**config.mk**
```make
export PLATFORM = sky130hd
export DESIGN_NAME = hs32_fetch
export DESIGN_NICKNAME = d
export VERILOG_FILES = /design/src/rtl/hs32_pkg.sv /design/src/rtl/hs32_fifo.sv /design/src/rtl/hs32_fetch.sv
export SDC_FILE = /design/constraint.sdc
export NUM_CORES = 1
export LEC_CHECK = 0
export CAP_MARGIN = 0
export CORE_MARGIN = 4
export CORE_UTILIZATION = 31
export CTS_BUF_LIST = sky130_fd_sc_hd__clkbuf_8
export DETAILED_ROUTE_END_ITERATION = 12
export PLACE_DENSITY = 0.6
export SYNTH_ARGS = -nofsm -noshare
export SYNTH_HDL_FRONTEND = slang
export SYNTH_SLANG_ARGS = --single-unit
```
**constraint.sdc**
```tcl
create_clock -name clk_i -period 2.6 [get_ports clk_i]
set_input_delay 0.52 -clock clk_i [delete_from_list [all_inputs] [get_ports clk_i]]
set_output_delay 0.52 -clock clk_i [all_outputs]
set_load 0.02 [all_outputs]
```
**src/rtl/hs32_pkg.sv**
```systemverilog
// hs32_pkg: shared types for the hs32 front end.
// Holds the instruction word type seen by decode, the prefetch FIFO entry,
// the reset fetch address and the fetch FSM encoding.
package hs32_pkg;

    // Instruction word as handed from fetch to decode.
    typedef logic [31:0] hs32_instr;

    // One prefetch FIFO entry: the word and the address it was fetched from.
    typedef struct packed {
        logic [31:0] pc;
        hs32_instr   instr;
    } hs32_fetch_ent_t;

    localparam logic [31:0] HS32_RESET_PC      = 32'h0000_0000;
    localparam logic [31:0] HS32_PC_STEP       = 32'd4;
    localparam logic [31:0] HS32_PC_ALIGN_MASK = 32'hFFFF_FFFC;

    // IDLE: nothing outstanding. REQ: live request. KILL: stale request
    // still on the bus whose data must be thrown away.
    typedef enum logic [1:0] {
        IDLE = 2'd0,
        REQ  = 2'd1,
        KILL = 2'd2
    } hs32_fetch_state_e;

    // Fetch addresses are word aligned; low two bits are always dropped.
    function automatic logic [31:0] hs32_align_pc(input logic [31:0] pc);
        return pc & HS32_PC_ALIGN_MASK;
    endfunction

endpackage

```
**src/rtl/hs32_fifo.sv**
```systemverilog
// hs32_fifo: synchronous FIFO with clear, used as the fetch prefetch buffer.
// clear_i overrides push and pop in the same cycle. A push while full is
// accepted only if a pop happens in the same cycle (count unchanged).
// Reset is asynchronous, active low.
module hs32_fifo #(
    parameter int  DEPTH = 4,
    parameter type T     = logic [63:0]
) (
    input  logic                   clk_i,
    input  logic                   rstn_i,
    input  logic                   push_i,
    input  T                       wdata_i,
    input  logic                   pop_i,
    input  logic                   clear_i,
    output T                       rdata_o,
    output logic                   full_o,
    output logic                   empty_o,
    output logic [$clog2(DEPTH):0] count_o
);

    localparam int AW = $clog2(DEPTH);
    localparam int CW = AW + 1;

    T              r_mem [DEPTH];
    logic [AW-1:0] r_rd_ptr;
    logic [AW-1:0] r_wr_ptr;
    logic [CW-1:0] r_count;

    logic w_full;
    logic w_empty;
    logic w_push;
    logic w_pop;

    assign w_full  = (r_count == CW'(DEPTH));
    assign w_empty = (r_count == '0);
    assign w_pop   = pop_i && !w_empty;
    assign w_push  = push_i && (!w_full || w_pop);

    assign full_o  = w_full;
    assign empty_o = w_empty;
    assign count_o = r_count;
    assign rdata_o = r_mem[r_rd_ptr];

    // Storage: write the pushed entry at the write pointer.
    always_ff @(posedge clk_i or negedge rstn_i) begin
        if (!rstn_i) begin
            for (int i = 0; i < DEPTH; i++) begin
                r_mem[i] <= '0;
            end
        end else if (w_push && !clear_i) begin
            r_mem[r_wr_ptr] <= wdata_i;
        end
    end

    // Pointers and occupancy; clear empties the buffer outright.
    always_ff @(posedge clk_i or negedge rstn_i) begin
        if (!rstn_i) begin
            r_rd_ptr <= '0;
            r_wr_ptr <= '0;
            r_count  <= '0;
        end else if (clear_i) begin
            r_rd_ptr <= '0;
            r_wr_ptr <= '0;
            r_count  <= '0;
        end else begin
            if (w_push) begin
                r_wr_ptr <= r_wr_ptr + AW'(1);
            end
            if (w_pop) begin
                r_rd_ptr <= r_rd_ptr + AW'(1);
            end
            r_count <= r_count + CW'(w_push) - CW'(w_pop);
        end
    end

endmodule

```
**src/rtl/hs32_fetch.sv**
```systemverilog
// hs32_fetch: instruction fetch / prefetch stage feeding decode.
// Issues sequential word fetches on a single-outstanding req/ack bus, buffers
// returned words with their PC, and restarts at a redirect PC on flush_i.
// Optional macro HS32_FETCH_BYPASS_EN: an ack into an empty buffer is shown
// to decode in the same cycle (zero fetch-to-decode latency).
//
// Decode handshake: a word moves to decode at a clock edge where
// valid_o && ready_i; while valid_o=1 and ready_i=0, data_o/pc_o hold.
// Bus handshake: ibus_req_o/ibus_addr_o hold until the cycle ibus_ack_i=1,
// which also carries ibus_data_i.
module hs32_fetch
    import hs32_pkg::*;
#(
    parameter int          DEPTH    = 4,
    parameter logic [31:0] RESET_PC = HS32_RESET_PC
) (
    input  logic              clk_i,
    input  logic              rstn_i,
    output logic              ibus_req_o,
    output logic [31:0]       ibus_addr_o,
    input  logic              ibus_ack_i,
    input  logic [31:0]       ibus_data_i,
    input  logic              flush_i,
    input  logic [31:0]       flush_pc_i,
    output hs32_instr         data_o,
    output logic [31:0]       pc_o,
    output logic              valid_o,
    input  logic              ready_i,
    output hs32_fetch_state_e dbg_state_o
);

    localparam int CW = $clog2(DEPTH) + 1;

    hs32_fetch_state_e r_state;
    hs32_fetch_state_e w_state_next;
    logic [31:0]       r_pc;
    logic [31:0]       r_redirect_pc;

    logic              w_ack_req;
    logic              w_bypass;
    logic              w_push;
    logic              w_pop;
    logic              w_full;
    logic              w_empty;
    logic [CW-1:0]     w_count;
    logic [CW-1:0]     w_count_next;
    logic [31:0]       w_flush_pc;
    hs32_fetch_ent_t   w_push_ent;
    hs32_fetch_ent_t   w_head;

    assign w_flush_pc  = hs32_align_pc(flush_pc_i);
    assign dbg_state_o = r_state;

    hs32_fifo #(
        .DEPTH (DEPTH),
        .T     (hs32_fetch_ent_t)
    ) u_fifo (
        .clk_i   (clk_i),
        .rstn_i  (rstn_i),
        .push_i  (w_push),
        .wdata_i (w_push_ent),
        .pop_i   (w_pop),
        .clear_i (flush_i),
        .rdata_o (w_head),
        .full_o  (w_full),
        .empty_o (w_empty),
        .count_o (w_count)
    );

    // FSM state register.
    always_ff @(posedge clk_i or negedge rstn_i) begin
        if (!rstn_i) begin
            r_state <= IDLE;
        end else begin
            r_state <= w_state_next;
        end
    end

    // Next state: credit (buffered + in flight < DEPTH) gates new requests.
    always_comb begin
        w_state_next = r_state;
        case (r_state)
            IDLE: begin
                // A flush empties the buffer, so credit is guaranteed.
                if (flush_i || !w_full) begin
                    w_state_next = REQ;
                end
            end
            REQ: begin
                if (ibus_ack_i) begin
                    if (flush_i) begin
                        w_state_next = REQ;
                    end else if (w_count_next < CW'(DEPTH)) begin
                        w_state_next = REQ;
                    end else begin
                        w_state_next = IDLE;
                    end
                end else if (flush_i) begin
                    // Request cannot be withdrawn; wait out its ack.
                    w_state_next = KILL;
                end
            end
            KILL: begin
                if (ibus_ack_i) begin
                    w_state_next = REQ;
                end
            end
            default: w_state_next = IDLE;
        endcase
    end

    // Outputs and FIFO controls derived from state and bus/decode inputs.
    always_comb begin
        ibus_req_o  = (r_state != IDLE);
        ibus_addr_o = r_pc;
        w_ack_req   = (r_state == REQ) && ibus_ack_i;
`ifdef HS32_FETCH_BYPASS_EN
        w_bypass    = w_empty && w_ack_req && !flush_i;
`else
        w_bypass    = 1'b0;
`endif
        valid_o      = !w_empty || w_bypass;
        data_o       = w_bypass ? ibus_data_i : w_head.instr;
        pc_o         = w_bypass ? r_pc : w_head.pc;
        // Flush clears the FIFO anyway; a concurrent pop is still a transfer.
        w_pop        = !w_empty && ready_i;
        // A bypassed word taken by decode this cycle is never stored.
        w_push       = w_ack_req && !flush_i && !(w_bypass && ready_i);
        w_push_ent   = '{pc: r_pc, instr: ibus_data_i};
        w_count_next = w_count + CW'(w_push) - CW'(w_pop);
    end

    // Fetch PC and latched redirect target.
    always_ff @(posedge clk_i or negedge rstn_i) begin
        if (!rstn_i) begin
            r_pc          <= RESET_PC;
            r_redirect_pc <= RESET_PC;
        end else begin
            case (r_state)
                IDLE: begin
                    if (flush_i) begin
                        r_pc <= w_flush_pc;
                    end
                end
                REQ: begin
                    if (ibus_ack_i) begin
                        r_pc <= flush_i ? w_flush_pc : (r_pc + HS32_PC_STEP);
                    end else if (flush_i) begin
                        r_redirect_pc <= w_flush_pc;
                    end
                end
                KILL: begin
                    if (ibus_ack_i) begin
                        r_pc <= flush_i ? w_flush_pc : r_redirect_pc;
                    end else if (flush_i) begin
                        r_redirect_pc <= w_flush_pc;
                    end
                end
                default: begin
                    r_pc <= r_pc;
                end
            endcase
        end
    end

endmodule

```
---- Word-level counts from Yosys, hierarchy flattened ----
Cells that the tools add are included.
storage, ports and cells
  register bits after elaboration ......... 329
  output and inout bits ................... 100
cells by class
  add/subtract/negate cells ............... 7
  $lt $le $gt $ge ......................... 4
  equal/unequal tests ..................... 8
  muxes and demuxes ....................... 24
  bitwise logic cells ..................... 3
  reductions and logical operators ........ 22
operators by type and width
  cell                                                       number
  bitwise mux 256 bit                                        1
  2-to-1 mux 64 bit                                          3
  2-to-1 mux 32 bit                                          5
  binary-select mux 64 bit (select 2 bit)                    1
  demux 64 bit (select 2 bit)                                1
  one-hot mux 32 bit (3 select lines)                        1
  adder 32 x 3 -> 32 bit (second input constant)             1
  2-to-1 mux 2 bit                                           8
  inequality test 2 bit (second input constant)              4
  logical AND 1 bit                                          7
  adder 3 x 1 -> 3 bit                                       2
  greater-or-equal comparator 3 bit (second input constant)  2
  NOT 2 -> 3 bit                                             2
  one-hot mux 2 bit (3 select lines)                         1
  nonzero test 2 bit                                         3
  subtractor 3 x 1 -> 3 bit                                  2
  adder 2 x 1 -> 2 bit (second input constant)               2
  AND reduction 4 bit                                        1
  == test 3 bit (second input constant)                      1
  logical NOT 1 bit                                          3
  logical NOT 3 bit                                          1
  < comparator 3 x 1 -> 1 bit (second input constant)        1
  < comparator 3 bit (second input constant)                 1
  2-to-1 mux 3 bit                                           1
  11 further kinds                                           13

---- Logic depth before layout (Yosys ltp) ----
Gate-level depths: netlist of the first run.
  word-level depth ........................ 10
  depth in mapped cells ................... 12
  mapped depth without buffers ............ 11

---- Modules after synthesis ----
From an unflattened synthesis of the first run, not the netlist that was laid out.
unflattened totals
  cells, all modules ...................... 1,107
  area total of the unflattened synthesis .. 16,181.8 µm²
modules (own cells, without submodules)
  module      instances  cells an instance  area each (µm²)  sequential area each (µm²)
  hs32_fifo   1          664                12,075.3         6,581.3
  hs32_fetch  1          443                4,106.4          1,651.6

---- Least setup slack after synthesis of the first run ----
OpenSTA, ideal clock, no wires.
  path kind ............................... reg-to-reg
  start point ............................. reg r_state[1], in the netlist dbg_state_o[1]
  end point ............................... reg u_fifo.r_count[2], in the netlist u_fifo.count_o[2]
  setup time .............................. 132 ps
  data arrival time ....................... 2,205 ps
  data required time ...................... 2,468 ps
  path slack .............................. 263 ps
  cell stages (with the launch flop) ...... 12
  buffers on the path ..................... 1
  period minus slack after synthesis ...... 2,337 ps
  path through ............................ dfrtp_1 inv_1 ha_1 buf_2 and2b_1 nand2_1 a31oi_4 ha_1 inv_1 fa_1 xnor2_1 nor2_1
on the way
  longest elaborated chain between the ends .. 7
RTL lines
  item                       line               text
  start: declaration         hs32_fetch.sv:34   hs32_fetch_state_e r_state;
  start signal: assignment   hs32_fetch.sv:75   r_state <= w_state_next;
  == test 2 x 1 -> 1 bit     hs32_fetch.sv:116  w_ack_req = (r_state == REQ) && ibus_ack_i;
  logical AND 1 bit          hs32_fetch.sv:116
  logical AND 1 bit          hs32_fetch.sv:128  w_push = w_ack_req && !flush_i && !(w_bypass && ready_i);
  logical AND 1 bit          hs32_fifo.sv:37    assign w_push = push_i && (!w_full || w_pop);
  adder 3 x 1 -> 3 bit       hs32_fifo.sv:72    r_count <= r_count + CW'(w_push) - CW'(w_pop);
  subtractor 3 x 1 -> 3 bit  hs32_fifo.sv:72
  2-to-1 mux 3 bit           hs32_fifo.sv:61    end else if (clear_i) begin
  end signal: assignment     hs32_fifo.sv:72
  end: declaration           hs32_fifo.sv:27    logic [CW-1:0] r_count;
No other way between the ends.
A chain may end at the register's enable or synchronous reset.

---- Worst setup path after layout of the first run ----
  start point ............................. reg u_fifo.r_rd_ptr[0]
  end point ............................... out pc_o[5]
on the way
  longest elaborated chain between the ends .. 4
RTL lines
  item                                                  line              text
  start: declaration                                    hs32_fifo.sv:25   logic [AW-1:0] r_rd_ptr;
  start signal: assignment                              hs32_fifo.sv:70   r_rd_ptr <= r_rd_ptr + AW'(1);
  NOT 2 -> 3 bit (implied by the code)                  hs32_fifo.sv:42   assign rdata_o = r_mem[r_rd_ptr];
  binary-select mux 64 bit (select 2 bit)               hs32_fifo.sv:42
  2-to-1 mux 64 bit (implied by the code) (2 in a row)  hs32_fifo.sv:42
  end: declaration                                      hs32_fetch.sv:26  output logic [31:0] pc_o,
No other way between the ends. The select of a mux whose other input is x is not followed.

==> results of run 1 <==
-- layout make-up --
cell class / count / share of cell area [%]
clock buffers: 79 / 5.41
clock inverters: 32 / 1.39
inverters: 26 / 0.486
multi-input cells: 669 / 33.4
flip-flops and latches: 329 / 41.0
well taps: 664 / 4.13
repair buffers: 257 / 14.2
-- cells in the mapped netlist (4+ instances only) --
library cell	number
sky130_fd_sc_hd__a211oi_1	5
sky130_fd_sc_hd__a21oi_1	17
sky130_fd_sc_hd__a221o_1	7
sky130_fd_sc_hd__a221oi_1	11
sky130_fd_sc_hd__a22o_1	5
sky130_fd_sc_hd__a22oi_1	5
sky130_fd_sc_hd__a31oi_1	7
sky130_fd_sc_hd__and2_1	6
sky130_fd_sc_hd__and3_1	4
sky130_fd_sc_hd__and4_1	5
sky130_fd_sc_hd__buf_1	6
sky130_fd_sc_hd__buf_2	38
sky130_fd_sc_hd__clkbuf_1	36
sky130_fd_sc_hd__dfrtp_1	329
sky130_fd_sc_hd__ha_1	13
sky130_fd_sc_hd__inv_1	25
sky130_fd_sc_hd__mux2_2	286
sky130_fd_sc_hd__mux4_2	64
sky130_fd_sc_hd__nand2_1	32
sky130_fd_sc_hd__nand2_2	4
sky130_fd_sc_hd__nand2b_1	4
sky130_fd_sc_hd__nand3_1	14
sky130_fd_sc_hd__nand4_1	10
sky130_fd_sc_hd__nor2_1	43
sky130_fd_sc_hd__nor2b_1	5
sky130_fd_sc_hd__nor3_1	13
sky130_fd_sc_hd__o211ai_1	8
sky130_fd_sc_hd__o21ai_0	48
sky130_fd_sc_hd__o31ai_1	5
-- flip-flops by register name (all words and copies together) (netlist names) --
signal,flops
dbg_state_o,2
ibus_addr_o,32
r_redirect_pc,32
u_fifo.count_o,3
u_fifo.r_mem,256
u_fifo.r_rd_ptr,2
u_fifo.r_wr_ptr,2
-- per-layer routing --
layer,vias up,routed length (microns),global-route usage [%]
met5,-,13,0
met4,2,893,4.55
met3,67,2370,3.65
met2,279,20100,25.6
met1,5448,19200,21.8
li1,4616,-,-
-- worst max-delay path by stage --
stage                  startpoint           endpoint  slack [ns]  cells past startpoint
6_report       u_fifo.r_rd_ptr[0]            pc_o[5]       -0.02                      4
5_1_grt        u_fifo.r_rd_ptr[0]           pc_o[30]       -0.12                      4
4_1_cts        u_fifo.r_rd_ptr[0]           pc_o[24]       -0.13                      4
3_5_place_dp              flush_i     dbg_state_o[0]       -0.05                     10
3_3_place_gp              flush_i     dbg_state_o[0]       -0.01                     10
2_1_floorplan      dbg_state_o[1]  u_fifo.count_o[2]        0.26                     11
-- power by group through the flow --
stage               Combinational [mW]  Clock, mW  Sequential (mW)
finish                            11.5       5.48             8.31
global route                      12.4       5.91             8.56
CTS                               11.2       5.68             8.30
global placement                  10.8          0             8.30
floorplan                         6.61          0             8.14
detailed placement                11.0          0             8.42
-- cells by family (layout without fill, tap and decap cells) --
logic type / Yosys count / after routing
AO/OA/AOI/OAI: 145 / 145
XOR/XNOR: 6 / 6
adder cells (fa/ha/maj): 14 / 14
buffers and inverters: 108 / 394
flip-flops: 329 / 329
multiplexers: 351 / 351
AND/OR/NAND/NOR: 153 / 153
-- repair_timing --
item	4_1_cts	5_1_grt
cloned	4	3
hold endpoints to repair	56	0
endpoints found under the setup margin	66	63
gates resized for setup	341	42
buffers inserted	5	0
hold buffers	1	0
-- through the flow --
step | power (mW) | hold WS [ns] | utilization [%] | cell area [sq um] | worst slack, ns
final | 25.3 | 0.451 | 41.1 | 20100 | -0.0170
after global routing | 26.8 | 0.450 | 41.1 | 20100 | -0.122
after CTS | 25.2 | 0.408 | 40.6 | 19900 | -0.126
after detailed placement | 19.4 | 0.473 | 37.7 | 18500 | -0.0480
after global placement | 19.1 | 0.469 | 37.7 | 18500 | -0.0130
after floorplan | 14.8 | 0.224 | - | 15400 | 0.263
==> impl_summary.log, run 1 <==
INFO  metric pwr-share-clk = 21.7%
INFO  metric power.leakage = 9.10 nW
INFO  metric synthesis.instances = around 1,100
INFO  metric synth-async-reset-ratio = 100%
INFO  metric setup.reg_to_reg.worst_slack = 0.22 ns
INFO  metric numCtsBuffers = 60
INFO  metric grt_use_total = around 16%
INFO  metric n_antenna_cell = 0
INFO  metric cts_htree_levels = 2
INFO  metric clock_tree.root_cell = sky130_fd_sc_hd__clkbuf_8
INFO  metric synth_edf_count = 0
INFO  metric finalCriticalPeriod = ~2.6 ns
INFO  metric clock_latency = about 0.65 ns
INFO  metric drt_pre_antenna_iters = 5
INFO  metric post-route-worst-setup-slack = -0.0170 ns
INFO  metric wire_length_of_the_first_global_routing_pass = between 60 and 70 mm
INFO  metric synth_top_family_by_area = multiplexers
INFO  metric grt_setup_unrepaired = yes
INFO  metric die_x = roughly 230 microns
INFO  metric synthesis.area_per_instance = 13.9 sq um
INFO  metric layout.cells.most_common_list = sky130_fd_sc_hd__dfrtp_1, sky130_fd_sc_hd__mux2_2, sky130_fd_sc_hd__clkdlybuf4s50_1, sky130_fd_sc_hd__clkbuf_8, sky130_fd_sc_hd__mux4_2
INFO  metric power_frac_seq = about a third
INFO  metric top_flip_flop_cell_by_instance_count_after_synthesis = sky130_fd_sc_hd__dfrtp_1
INFO  metric design.final.nets = about 1,400
INFO  metric cts_tree = done
INFO  metric crit_family = multiplexers
INFO  metric route.vias.total = about 10,000
INFO  metric final_cells = 2,056
INFO  metric gp_routability_congestion = roughly 0.8
INFO  metric rr_startpoint = dbg_state_o[0]
INFO  metric endpoint_kind = primary output
INFO  metric cp_max_fo = 7
INFO  metric drc_errors = 0
INFO  metric slowest_stage = sky130_fd_sc_hd__mux4_2
INFO  metric synth.largest_area_cell = sky130_fd_sc_hd__dfrtp_1
INFO  metric core_footprint = around 50,000 sq um
INFO  metric routed_via_density = between 5 and 6
INFO  metric synth_cell_types = about 60
INFO  metric power.ir.vdd_worst = approximately 0.63 mV
INFO  metric ant_nets = 0
INFO  metric net_switching_fraction_of_the_power = between 30 and 40%
INFO  metric grt_start_max_net_pins = between 70 and 80
INFO  metric critical_path.cell_chain = buf_12 -> buf_12 -> mux4_2 -> buf_6
INFO  metric nFillCells = around 4,500
INFO  metric netlist_area = 15,400 sq um
INFO  metric slew_violations = 0
INFO  metric outcome = finished, violations left
INFO  metric drt-wirelength-per-cell = roughly 21 microns
INFO  metric maximum_achievable_frequency = 382 MHz
INFO  metric cpPeakStageDelay = between 0.5 and 0.6 ns
INFO  metric register_area = ~8200 sq um
INFO  metric area_of_the_multi_input_gates = 6720 sq um
INFO  metric power_per_cell_area = roughly 1300 nW/um^2
INFO  metric timing_worst_slew_pin_value = between 0.9 and 1 ns
INFO  metric clk_pin_slew = around 0.060 ns
INFO  metric starting_density_of_the_core = around a third
INFO  metric finalCritPeriodShare = 101%
INFO  metric clock-sinks = between 300 and 400
INFO  metric numPlacedInstances = about 1,900
INFO  metric cp_data_required_time = between 2 and 2.5 ns
INFO  metric grt_antenna_before_repair = 1
INFO  metric cts_max_path_buffers = 3
INFO  metric power.internal = between 15 and 20 mW
INFO  metric critPathLaunchType = flop
INFO  metric drt_iter0_drc = between 600 and 700
INFO  metric violations = setup timing
INFO  metric kind_of_critical_path = reg2out
INFO  metric most_common_library_cell_in_the_layout_ignoring_fill_and_taps = sky130_fd_sc_hd__dfrtp_1
INFO  metric worst_hold_path_class = in2async
INFO  metric layout-area-overhead-vs-synth = 30.7%
INFO  metric postRouteWirelength = around 43 mm
INFO  metric synthXorXnorAreaFrac = less than 1%
INFO  metric share_comb_of_total_power = around 46%
INFO  metric timing.max_cap.violations = 0
INFO  metric synth_compound_area_share = approximately 6.5%
INFO  metric arrival = approximately 2.1 ns
INFO  metric timing.clock.skew = between 0.04 and 0.05 ns
INFO  metric layout-drive-gt1-share = around 44%
INFO  metric die_h = 231 microns
INFO  metric crit_top_cell = sky130_fd_sc_hd__buf_12
INFO  metric dp_hpwl = between 20 and 30 mm
INFO  metric count_of_input_and_output_buffers = 166
INFO  metric io_pins = around 170
INFO  metric r2r-end = ibus_addr_o[8]
INFO  metric synthesis.nets = around 1,200
INFO  metric grt_pass1_vias = between 10,000 and 15,000
INFO  metric synth-seq-cells = between 300 and 400
INFO  metric power.switching = between 9 and 10 mW
INFO  metric synthesis.yosys.warnings = 0
INFO  metric synth_fa_ha_area_share = between 1 and 1.5%
INFO  metric number_of_buffer_and_inverter_instances_along_the_worst_setup_path = 3
INFO  metric finalSetupViolCount = 11
INFO  metric fp-row-count = 81
INFO  metric finalHoldViolCount = 0
INFO  metric timing.reg2reg.worst_path_depth = 8
INFO  metric tns = -0.0688 ns
INFO  metric synth.area.mux_share = 30.4%
INFO  metric synth_seq_area_share = approximately 54%
INFO  metric synth_top_area_share = approximately 54%
INFO  metric grt-ovfl-total = 0
INFO  metric relSlewSlack = 38.7%
INFO  metric dieArea = 53,200 sq um
INFO  metric yosys.area_share.simple = under 10%
INFO  metric synth_top_cells_by_area = sky130_fd_sc_hd__dfrtp_1, sky130_fd_sc_hd__mux2_2, sky130_fd_sc_hd__mux4_2, sky130_fd_sc_hd__o21ai_0, sky130_fd_sc_hd__buf_2
No activity file was read; power rests on OpenSTA's default activity.
==> inputs of run 2 (changes only) <==
--- a/config.mk
+++ b/config.mk
@@ -7,10 +7,11 @@
 export LEC_CHECK = 0
 export CAP_MARGIN = 0
 export CORE_MARGIN = 4
-export CORE_UTILIZATION = 31
+export CORE_UTILIZATION = 45
 export CTS_BUF_LIST = sky130_fd_sc_hd__clkbuf_8
 export DETAILED_ROUTE_END_ITERATION = 12
-export PLACE_DENSITY = 0.6
+export PLACE_DENSITY = 0.77
+export REMOVE_ABC_BUFFERS = 1
 export SYNTH_ARGS = -nofsm -noshare
 export SYNTH_HDL_FRONTEND = slang
 export SYNTH_SLANG_ARGS = --single-unit
==> run 2 against run 1 <==
The run still ends with setup timing left. Final cell count decreased by 11%. Sequential power about the same. First-iteration DRC count decreased by 34%. Global-route usage increased by 4.3 points. Power decreased by 4.3%. Utilization increased by 17 points. Sequential share of layout area increased by 1.1 points. Clock power decreased by 16%. Combinational power about the same.
==> impl_summary.log, run 2 (same netlist as run 1, synthesis figures left out) <==
INFO  metric grt_start_max_net_pins = 66 (was 71)
INFO  metric setup.reg_to_reg.worst_slack = 0.26 ns (was 0.22 ns)
INFO  metric io_pins = 169 (unchanged)
INFO  metric cts_htree_levels = 2 (unchanged)
INFO  metric grt-ovfl-total = 0 (unchanged)
INFO  metric nFillCells = 2,629 (was 4,542)
INFO  metric post-route-worst-setup-slack = -0.00903 ns (was -0.0170 ns)
INFO  metric power_per_cell_area = 1240 nW/um^2 (was 1260 nW/um^2)
INFO  metric cp_max_fo = 8 (was 7)
INFO  metric layout-area-overhead-vs-synth = 27.2% (was 30.7%)
INFO  metric drt_iter0_drc = 459 (was 697)
INFO  metric routed_via_density = 5.66 (was 5.06)
INFO  metric r2r-end = u_fifo.count_o[2] (was ibus_addr_o[8])
INFO  metric layout.cells.most_common_list = sky130_fd_sc_hd__dfrtp_1, sky130_fd_sc_hd__mux2_2, sky130_fd_sc_hd__clkdlybuf4s50_1, sky130_fd_sc_hd__clkbuf_8, sky130_fd_sc_hd__mux4_2 (unchanged)
INFO  metric slew_violations = 0 (unchanged)
INFO  metric arrival = 2.09 ns (was 2.10 ns)
INFO  metric layout-drive-gt1-share = 43.1% (was 44.2%)
INFO  metric finalCriticalPeriod = 2.61 ns (was 2.62 ns)
INFO  metric cts_max_path_buffers = 3 (unchanged)
INFO  metric grt_antenna_before_repair = 2 (was 1)
INFO  metric wire_length_of_the_first_global_routing_pass = 59.7 mm (was 66.6 mm)
INFO  metric n_antenna_cell = 0 (unchanged)
INFO  metric starting_density_of_the_core = 45.8% (was 31.4%)
INFO  metric drt-wirelength-per-cell = 20.6 microns (was 20.7 microns)
INFO  metric dp_hpwl = 25.1 mm (was 28.0 mm)
INFO  metric design.final.nets = 1,419 (was 1,426)
INFO  metric cts_tree = done (unchanged)
INFO  metric most_common_library_cell_in_the_layout_ignoring_fill_and_taps = sky130_fd_sc_hd__dfrtp_1 (unchanged)
INFO  metric power.leakage = 8.99 nW (was 9.10 nW)
INFO  metric endpoint_kind = primary output (unchanged)
INFO  metric violations = setup timing (unchanged)
INFO  metric grt_setup_unrepaired = yes (unchanged)
INFO  metric largest_reg_flops = 256 (unchanged)
INFO  metric clock_latency = 0.59 ns (was 0.65 ns)
INFO  metric dieArea = 37,200 sq um (was 53,200 sq um)
INFO  metric finalCritPeriodShare = 100% (was 101%)
INFO  metric core_footprint = 33,600 sq um (was 49,000 sq um)
INFO  metric regMostFlops = u_fifo.r_mem (unchanged)
INFO  metric gp_routability_congestion = 0.867 (was 0.799)
INFO  metric timing_worst_slew_pin_value = 0.585 ns (was 0.918 ns)
INFO  metric ant_nets = 0 (unchanged)
INFO  metric postRouteWirelength = 37.5 mm (was 42.5 mm)
INFO  metric clk_pin_slew = 0.06 ns (about the same)
INFO  metric critPathLaunchType = flop (unchanged)
INFO  metric fp-row-count = 67 (was 81)
INFO  metric die_h = 193 microns (was 231 microns)
INFO  metric clock_tree.root_cell = sky130_fd_sc_hd__clkbuf_8 (unchanged)
INFO  metric cp_data_required_time = 2.08 ns (about the same)
INFO  metric drc_errors = 0 (unchanged)
INFO  metric kind_of_critical_path = reg2out (unchanged)
INFO  metric die_x = 193 microns (was 231 microns)
INFO  metric grt_use_total = 20.2% (was 15.9%)
INFO  metric count_of_input_and_output_buffers = 166 (unchanged)
INFO  metric timing.clock.skew = 0.0242 ns (was 0.0459 ns)
INFO  metric maximum_achievable_frequency = 383 MHz (was 382 MHz)
INFO  metric drt_pre_antenna_iters = 5 (unchanged)
INFO  metric numCtsBuffers = 55 (was 60)
INFO  metric clock-sinks = 329 (unchanged)
INFO  metric finalPower = 24.2 mW (was 25.3 mW)
INFO  metric finalHoldViolCount = 0 (unchanged)
INFO  metric relSlewSlack = 61.0% (was 38.7%)
INFO  metric timing.reg2reg.worst_path_depth = 9 (was 8)
INFO  metric power.ir.vdd_worst = 0.606 mV (was 0.634 mV)
INFO  metric rr_startpoint = u_fifo.count_o[2] (was dbg_state_o[0])
INFO  metric route.vias.total = 10,322 (was 10,412)
INFO  metric grt_pass1_vias = 11,080 (was 11,155)
INFO  metric timing.max_cap.violations = 0 (unchanged)
INFO  metric worst_hold_path_class = in2async (unchanged)
INFO  metric placement.setup.worst_slack = 0.0531 ns (was -0.0480 ns)
INFO  metric outcome = finished, violations left (unchanged)
INFO  metric tns = -0.0214 ns (was -0.0688 ns)
INFO  metric finalSetupViolCount = 5 (was 11)
-- run 2: cell count changes in the layout (fill, tap and decap cells not counted), sizes merged --
cell,before,now
bufinv,5,2
inv,38,45
clkbuf,82,75
dlygate4sd2,2,1
clkinv,13,6
clkdlybuf4s50,99,100
buf,152,147
-- run 2: worst max-delay path, cell delays in order (launching register included) --
cell and delay (ns):
sky130_fd_sc_hd__dfrtp_4 0.46, sky130_fd_sc_hd__buf_12 0.17, sky130_fd_sc_hd__buf_16 0.16, sky130_fd_sc_hd__mux4_2 0.55, sky130_fd_sc_hd__buf_6 0.16
-- run 2: power breakdown --
| part | total, mW | internal [mW] | switching (mW) |
|---|---|---|---|
| Combinational | 11.3 | 5.94 | 5.32 |
| Sequential | 8.31 | 7.03 | 1.28 |
| Clock | 4.62 | 2.58 | 2.04 |
| Total | 24.2 | 15.5 | 8.64 |
-- run 2: how the worst max path moves through the flow --
| stage | start | endpoint | slack, ns | depth (start not counted) |
|---|---|---|---|---|
| after floorplan | u_fifo.r_rd_ptr[0] | data_o[0] | -1.25 | 1 |
| after global placement | u_fifo.r_rd_ptr[0] | pc_o[2] | 0.07 | 3 |
| after detailed placement | flush_i | ibus_addr_o[17] | 0.05 | 7 |
| after CTS | u_fifo.r_rd_ptr[0] | data_o[14] | -0.12 | 4 |
| after global routing | u_fifo.r_rd_ptr[0] | pc_o[2] | -0.06 | 4 |
| final | u_fifo.r_rd_ptr[0] | pc_o[2] | -0.009 | 4 |
-- run 2: layout make-up --
cell class,count,area [sq um],share of cell area (%)
inverter,26,97.6,0.499
clock buffer,69,950,4.85
timing repair buffer,255,2820,14.4
multi-input combinational,669,6720,34.3
sequential,329,8240,42.1
clock inverter,29,180,0.921
tap,448,561,2.86
-- run 2: repair_timing --
action,4_1_cts,5_1_grt
setup buffers,5,0
hold buffers,1,0
endpoints found under the hold margin,56,0
gates resized for setup,264,111
endpoints found under the setup margin,65,61
gates cloned,1,4
-- run 2: metal layers --
metal / wire length, microns / global-route usage [%] / vias to the layer above
met1: 16400 / 28.2 / 5300
met5: 28 / 0 / -
met4: 634 / 5.16 / 4
met2: 17800 / 32.6 / 351
li1: - / - / 4602
met3: 2700 / 4.14 / 65
-- run 2: per-stage QoR --
step / util, % / area, sq um / cells / hold slack, ns
finish: 58.2 / 19600 / 1825 / 0.495
global route: 58.2 / 19600 / 1825 / 0.503
CTS: 57.0 / 19200 / 1821 / 0.488
detailed placement: 54.2 / 18200 / 1716 / 0.480
global placement: 54.2 / 18200 / 1716 / 0.465
floorplan: - / 15000 / 1024 / 0.224
==> inputs of run 3 (changes only) <==
--- a/config.mk
+++ b/config.mk
@@ -14,4 +14,5 @@
 export REMOVE_ABC_BUFFERS = 1
 export SYNTH_ARGS = -nofsm -noshare
 export SYNTH_HDL_FRONTEND = slang
+export SYNTH_HIERARCHICAL = 1
 export SYNTH_SLANG_ARGS = --single-unit
==> run 3 against run 2 <==
Die area up 5.0%. Critical endpoint is now pc_o[29]. Largest cell class unchanged. Synthesized cell count about the same. Critical path depth unchanged. Cell area up 3.2%. Global-route usage up 0.63 points. Fmax down 0.26%. Sequential power down 7.5%. The flow still finishes with violations (setup timing). Synthesized area up 5.2%.
==> impl_summary.log, run 3 <==
INFO  metric cts_tree = done (unchanged)
INFO  metric rr_startpoint = u_fifo/count_o[0] (was u_fifo.count_o[2])
INFO  metric critPathLaunchType = flop (unchanged)
INFO  metric synth-seq-cells = 329 (unchanged)
INFO  metric net_switching_fraction_of_the_power = 35.2% (was 35.7%)
INFO  metric layout-drive-gt1-share = 44.1% (was 43.1%)
INFO  metric grt_setup_unrepaired = yes (unchanged)
INFO  metric synth_top_area_share = 50.9% (was 53.5%)
INFO  metric placedInstanceArea = 18,800 sq um (was 18,200 sq um)
INFO  metric dieArea = 39,100 sq um (was 37,200 sq um)
INFO  metric power_frac_seq = 36.8% (was 34.4%)
INFO  metric layout-area-overhead-vs-synth = 24.8% (was 27.2%)
INFO  metric dp_hpwl = 26.1 mm (was 25.1 mm)
INFO  metric route.vias.total = 10,720 (was 10,322)
INFO  metric startpoint = u_fifo/r_rd_ptr[0] (was u_fifo.r_rd_ptr[0])
INFO  metric numPlacedInstances = 1,740 (was 1,716)
INFO  metric fp-row-count = 69 (was 67)
INFO  metric power.ir.vdd_worst = 0.713 mV (was 0.606 mV)
INFO  metric grt_start_max_net_pins = 68 (was 66)
INFO  metric power_per_cell_area = 1040 nW/um^2 (was 1240 nW/um^2)
INFO  metric clock-sinks = 329 (unchanged)
INFO  metric number_of_buffer_and_inverter_instances_along_the_worst_setup_path = 3 (unchanged)
INFO  metric top_cells_by_instance_count_after_synthesis = sky130_fd_sc_hd__dfrtp_1, sky130_fd_sc_hd__mux2_2, sky130_fd_sc_hd__mux2_4, sky130_fd_sc_hd__mux4_2, sky130_fd_sc_hd__o21ai_0 (was sky130_fd_sc_hd__dfrtp_1, sky130_fd_sc_hd__mux2_2, sky130_fd_sc_hd__mux4_2, sky130_fd_sc_hd__o21ai_0, sky130_fd_sc_hd__nor2_1)
INFO  metric grt_pass1_vias = 11,298 (was 11,080)
INFO  metric crit_family = multiplexers (unchanged)
INFO  metric timing.clock.skew = 0.0221 ns (was 0.0242 ns)
INFO  metric wire_length_of_the_first_global_routing_pass = 64.9 mm (was 59.7 mm)
INFO  metric violations = setup timing (unchanged)
INFO  metric final_cells = 1,866 (was 1,825)
INFO  metric finalCoreUtilization = 56.9% (was 58.2%)
INFO  metric starting_density_of_the_core = 45.6% (was 45.8%)
INFO  metric setup.reg_to_reg.worst_slack = 0.21 ns (was 0.26 ns)
INFO  metric endpoint_kind = primary output (unchanged)
INFO  metric io_pins = 169 (unchanged)
INFO  metric drt-wirelength-per-cell = 22.2 microns (was 20.6 microns)
INFO  metric synthesis.area_per_instance = 14.6 sq um (was 13.9 sq um)
INFO  metric largest_reg_flops = 256 (unchanged)
INFO  metric drc_errors = 0 (unchanged)
INFO  metric timing.max_cap.violations = 0 (unchanged)
INFO  metric finalCriticalPeriod = 2.62 ns (was 2.61 ns)
INFO  metric cp_data_required_time = 2.08 ns (about the same)
INFO  metric most_common_library_cell_in_the_layout_ignoring_fill_and_taps = sky130_fd_sc_hd__dfrtp_1 (unchanged)
INFO  metric cts_htree_levels = 2 (unchanged)
INFO  metric finalPower = 20.9 mW (was 24.2 mW)
INFO  metric timing.reg2reg.worst_path_depth = 7 (was 9)
INFO  metric grt_antenna_before_repair = 2 (unchanged)
INFO  metric synth.most_common_cell = sky130_fd_sc_hd__dfrtp_1 (unchanged)
INFO  metric timing_worst_slew_pin_value = 0.564 ns (was 0.585 ns)
INFO  metric synth_edf_count = 0 (unchanged)
INFO  metric die_x = 198 microns (was 193 microns)
INFO  metric maximum_achievable_frequency = 382 MHz (was 383 MHz)
INFO  metric clk_pin_slew = 0.06 ns (about the same)
INFO  metric cts_max_path_buffers = 3 (unchanged)
INFO  metric postRouteWirelength = 41.4 mm (was 37.5 mm)
INFO  metric critical_path.cell_chain = buf_6 -> buf_16 -> mux4_2 -> buf_6 (was buf_12 -> buf_16 -> mux4_2 -> buf_6)
INFO  metric routed_via_density = 5.74 (was 5.66)
INFO  metric arrival = 2.10 ns (was 2.09 ns)
INFO  metric post-route-worst-setup-slack = -0.0159 ns (was -0.00903 ns)
INFO  metric top_flip_flop_cell_by_instance_count_after_synthesis = sky130_fd_sc_hd__dfrtp_1 (unchanged)
INFO  metric design.final.nets = 1,443 (was 1,419)
INFO  metric crit_path_cell_count = 4 (unchanged)
INFO  metric drt_pre_antenna_iters = 6 (was 5)
INFO  metric worstSetupEndpoint = pc_o[29] (was pc_o[2])
INFO  metric finalSetupViolCount = 5 (unchanged)
INFO  metric relSlewSlack = 62.4% (was 61.0%)
INFO  metric cp_max_fo = 5 (was 8)
INFO  metric gp_routability_congestion = 0.857 (was 0.867)
INFO  metric synth_seq_area_share = 50.9% (was 53.5%)
INFO  metric outcome = finished, violations left (unchanged)
INFO  metric power.internal = 13.5 mW (was 15.5 mW)
INFO  metric synth.largest_area_cell = sky130_fd_sc_hd__dfrtp_1 (unchanged)
INFO  metric clock_tree.root_cell = sky130_fd_sc_hd__clkbuf_8 (unchanged)
INFO  metric slew_violations = 0 (unchanged)
INFO  metric power.leakage = 9.14 nW (was 8.99 nW)
INFO  metric die_h = 198 microns (was 193 microns)
INFO  metric crit_top_cell = sky130_fd_sc_hd__buf_6
INFO  metric netlist_area = 16,200 sq um (was 15,400 sq um)
INFO  metric synth_cell_types = 72 (was 61)
INFO  metric ant_nets = 0 (unchanged)
INFO  metric finalCritPeriodShare = 101% (was 100%)
INFO  metric synth_top_cells_by_area = sky130_fd_sc_hd__dfrtp_1, sky130_fd_sc_hd__mux2_2, sky130_fd_sc_hd__mux2_4, sky130_fd_sc_hd__mux4_2, sky130_fd_sc_hd__o21ai_0 (was sky130_fd_sc_hd__dfrtp_1, sky130_fd_sc_hd__mux2_2, sky130_fd_sc_hd__mux4_2, sky130_fd_sc_hd__o21ai_0, sky130_fd_sc_hd__buf_2)
INFO  metric grt-ovfl-total = 0 (unchanged)
INFO  metric numCtsBuffers = 55 (unchanged)
INFO  metric slowest_stage = sky130_fd_sc_hd__mux4_2 (unchanged)
INFO  metric count_of_input_and_output_buffers = 166 (unchanged)
INFO  metric pwr-share-clk = 23.0% (was 19.1%)
INFO  metric clock_latency = 0.60 ns (was 0.59 ns)
INFO  metric power.switching = 7.37 mW (was 8.64 mW)
INFO  metric worst_hold_path_class = in2async (unchanged)
INFO  metric finalHoldViolCount = 0 (unchanged)
INFO  metric synthesis.yosys.warnings = 6 (was 0)
INFO  metric layout.cells.most_common_list = sky130_fd_sc_hd__dfrtp_1, sky130_fd_sc_hd__mux2_2, sky130_fd_sc_hd__mux2_4, sky130_fd_sc_hd__clkdlybuf4s50_1, sky130_fd_sc_hd__clkbuf_8 (was sky130_fd_sc_hd__dfrtp_1, sky130_fd_sc_hd__mux2_2, sky130_fd_sc_hd__clkdlybuf4s50_1, sky130_fd_sc_hd__clkbuf_8, sky130_fd_sc_hd__mux4_2)
INFO  metric regMostFlops = u_fifo/r_mem (was u_fifo.r_mem)
INFO  metric cpPeakStageDelay = 0.55 ns (about the same)
INFO  metric grt_use_total = 20.8% (was 20.2%)
INFO  metric synthesis.instances = 1,107 (was 1,106)
INFO  metric core_footprint = 35,500 sq um (was 33,600 sq um)
INFO  metric r2r-end = u_fifo/r_mem[166] (was u_fifo.count_o[2])
INFO  metric post-route-cell-area = 20,200 sq um (was 19,600 sq um)
INFO  metric share_comb_of_total_power = 40.2% (was 46.5%)
INFO  metric kind_of_critical_path = reg2out (unchanged)
INFO  metric synth-async-reset-ratio = 100% (unchanged)
INFO  metric drt_iter0_drc = 585 (was 459)
## run 3: area by class of cell
class	count	area, sq um
clock buffer	81	1110
fill	2770	15300
tap	461	577
multi-input combinational	682	7300
antenna	2	5.00
timing repair buffer	268	2790
inverter	24	90.1
sequential	329	8240
clock inverter	19	83.8
## run 3: power by group through the flow
stage / logic [mW] / clock network [mW] / registers, mW
2_1_floorplan: 4.59 / 0 / 7.82
5_1_grt: 9.00 / 5.22 / 7.88
6_report: 8.41 / 4.82 / 7.69
3_5_place_dp: 8.38 / 0 / 7.72
3_3_place_gp: 8.18 / 0 / 7.63
4_1_cts: 8.13 / 4.97 / 7.66
## run 3: worst min-delay path by stage
| stage | from | endpoint | slack, ns | cells after the start |
|---|---|---|---|---|
| detailed placement | r_redirect_pc[0] | r_redirect_pc[0] | 0.47 | 1 |
| floorplan | rstn_i | dbg_state_o[0] | 0.22 | 0 |
| finish | rstn_i | u_fifo/r_mem[25] | 0.49 | 2 |
| global route | rstn_i | u_fifo/r_mem[25] | 0.51 | 2 |
| global placement | r_redirect_pc[0] | r_redirect_pc[0] | 0.47 | 1 |
| CTS | rstn_i | u_fifo/r_mem[152] | 0.47 | 2 |
## run 3: metal layers
| metal | wire (microns) | track usage, % |
|---|---|---|
| met1 | 18500 | 29.9 |
| met2 | 19700 | 33.0 |
| met3 | 2550 | 3.80 |
| met4 | 626 | 5.38 |
| met5 | 0 | 0 |
## run 3: kinds of logic (layout without fill, tap and decap cells)
group | count (synthesis) | after routing | synth area share (%)
other | 0 | 2 | 0
XOR/XNOR | 7 | 7 | 0.379
adder cells (fa/ha/maj) | 14 | 14 | 1.13
buffers and inverters | 96 | 392 | 4.14
AO/OA/AOI/OAI | 169 | 169 | 7.08
multiplexers | 355 | 355 | 31.9
AND/OR/NAND/NOR | 137 | 137 | 4.48
flip-flops | 329 | 329 | 50.9
## run 3: repair_timing
item                                   4_1_cts  5_1_grt
setup endpoints to repair                   65       53
pin swaps                                    0        0
endpoints found under the hold margin       59        0
gates cloned                                 3        3
gates resized for setup                    284       47
hold buffers                                 1        0
setup buffers                               12        5
## run 3: through the flow
stage	TNS, ns	hold WS [ns]	setup slack (ns)
after floorplan	-291.54	0.224	-1.25
after CTS	-1.94	0.473	-0.117
final	-0.0511	0.487	-0.0159
after detailed placement	-10.24	0.474	-0.0766
after global routing	-2.45	0.506	-0.0723
after global placement	-7.27	0.473	-0.0596
==> RTL edit (config.mk and constraints of run 2) <==
Put one more register stage on the output `dbg_state_o`. The value now appears one clock later. The other outputs are not delayed to match.
--- a/src/rtl/hs32_fetch.sv
+++ b/src/rtl/hs32_fetch.sv
@@ -51,3 +51,5 @@
     assign w_flush_pc  = hs32_align_pc(flush_pc_i);
-    assign dbg_state_o = r_state;
+    always_ff @(posedge clk_i) begin
+        dbg_state_o <= r_state;
+    end
 
Behaviour: not the same (Yosys sat finds a counterexample within 4 cycles, from zero or initial values and one cycle with rstn_i low).
==> RTL edit against run 2 <==
  * The run still ends with setup timing left
  * Non-clock buffer count down 10
  * Cell area is 5.2% higher
  * Area after synthesis increased by 9.4%
  * Via count is 0.44% higher
  * Total power increased by 3.1%
  * Routed wire length rose by 13%
  * Synthesized cell count increased by 0.18%
  * Setup slack worse by 0.018 ns
  * Fmax is 0.68% lower
  * Count of clock-buffer cells in the layout increased by 2
  * Sequential cell count rose by 2
  * Sequential power grew 2.9%
  * Die area is 9.0% higher
==> RTL edit: results (changes against run 2) <==
Multi-In Gates=671 (+0.30%); final clock skew=0.0230 ns (-0.00118 ns); pin count of the biggest net entering global routing=72 (+9.1%); post-layout worst setup margin=-0.0268 ns (-0.0178 ns); GR Util All Layers=0.209 (+0.00663); first-pass GRT wire length=67,300 µm (+13%); net count of the finished layout=1,404 (-1.1%); diodes inserted=2 (+2); clock sink count=331 (+0.61%); initial antenna violation count=4 (+2); failing checks=setup timing; Hold Worst Slack=0.450 ns (-0.0451 ns); nonclk inv count=16 (-38%); worst slack at placement=0.0819 ns (+0.0288 ns); standby leakage power=9.96 nW (+11%); Flop pwr share=0.343 (about the same); wire length on met3=2790 µm (+3.3%); area of the multi-input gates=7710 µm² (+15%); Critical Path Fanout Max=7 (-1); vias in the first global route=11.3k (+2.0%); Critical Path Sink=pc_o[16]; maximum vdd ir drop=0.728 mV (+20%); setup violation total in the final timing report=18 (+13); cell area after synthesis=16,800 µm² (+9.4%); total power consumption of the routed design=25.0 mW (+3.1%); run status=complete, but fails checks; number of signal-net buffers in the layout=245 (-3.9%); ranking of synthesized cells by area=sky130_fd_sc_hd__dfrtp_1 (49%), sky130_fd_sc_hd__mux2_4 (21%), sky130_fd_sc_hd__mux4_2 (8.6%), sky130_fd_sc_hd__mux2_2 (3.1%), sky130_fd_sc_hd__buf_12 (3.0%); synthesized instance count=1,108 (+0.18%); most frequent cells after synthesis=sky130_fd_sc_hd__dfrtp_1 (329), sky130_fd_sc_hd__mux2_4 (240), sky130_fd_sc_hd__mux4_2 (64); aggregate negative setup slack=-0.274 ns (-0.252 ns); met2 track utilization from global routing=0.331 (+0.00553); Reg2Reg Setup Slack=0.39 ns (+0.13 ns); proportion of layout cells with a drive suffix above 1=0.438 (+0.00750); total routed wire length on the met1 layer=18,700 µm (+14%); proportion of register bits with asynchronous set or reset after synthesis=0.994 (-0.00604); total clock buffers created by CTS=56 (+1.8%); distinct cell type count of the synthesized netlist=72 (+18%); # placed instances=1,720 (+0.23%); Non-Clock Buffer Area Fraction=0.136 (-0.00849); HPWL after detailed placement=27,200 µm (+8.4%); met1 Resource Use GR=0.286 (+0.00429); WL per Instance=23.2 µm (+13%); final-layout fill cell count=2,888 (+9.9%); GP Congestion=0.834 (-3.9%); Placed Instance Area=19,100 µm² (+5.2%); Layout Cells excl Fill=1,828 (+0.16%); area occupied by registers=8280 µm² (+0.50%); clock latency at the later pin of the worst-skew pair=0.61 ns (+0.02 ns); r2r startpoint=u_fifo.count_o[0]; Data arrival, critical path=2.11 ns (+0.02 ns); synth-to-layout area growth=22.4%; Via density=5.67 (+0.27%); Int Power=16.2 mW (+4.0%); worst slew slack as a fraction of its limit=0.506 (-0.104); initial drt markers=699 (+52%)
-- RTL edit: changes by cell type after synthesis, moves of 9 or more --
| cell | before | now |
|---|---|---|
| sky130_fd_sc_hd__inv_1 | 25 | 16 |
| sky130_fd_sc_hd__buf_2 | 38 | 22 |
| sky130_fd_sc_hd__a22oi_1 | 5 | 16 |
| sky130_fd_sc_hd__mux2_2 | 286 | 47 |
| sky130_fd_sc_hd__buf_12 | 0 | 25 |
| sky130_fd_sc_hd__mux2_4 | 0 | 240 |
-- RTL edit: timing repair --
item / in CTS / in global routing
setup endpoints to repair: 65 / 66
hold buffers: 1 / 0
hold endpoints to repair: 62 / 0
setup buffers: 3 / 1
gates cloned: 6 / 0
gates resized for setup: 344 / 40
-- RTL edit: logic make-up after synthesis --
kind of cell    synth area share
mux                        0.333
flops                      0.492
simple gates              0.0550
compound gates            0.0550
buf+inv                   0.0502
fa+ha+maj                 0.0109
xor+xnor                 0.00416
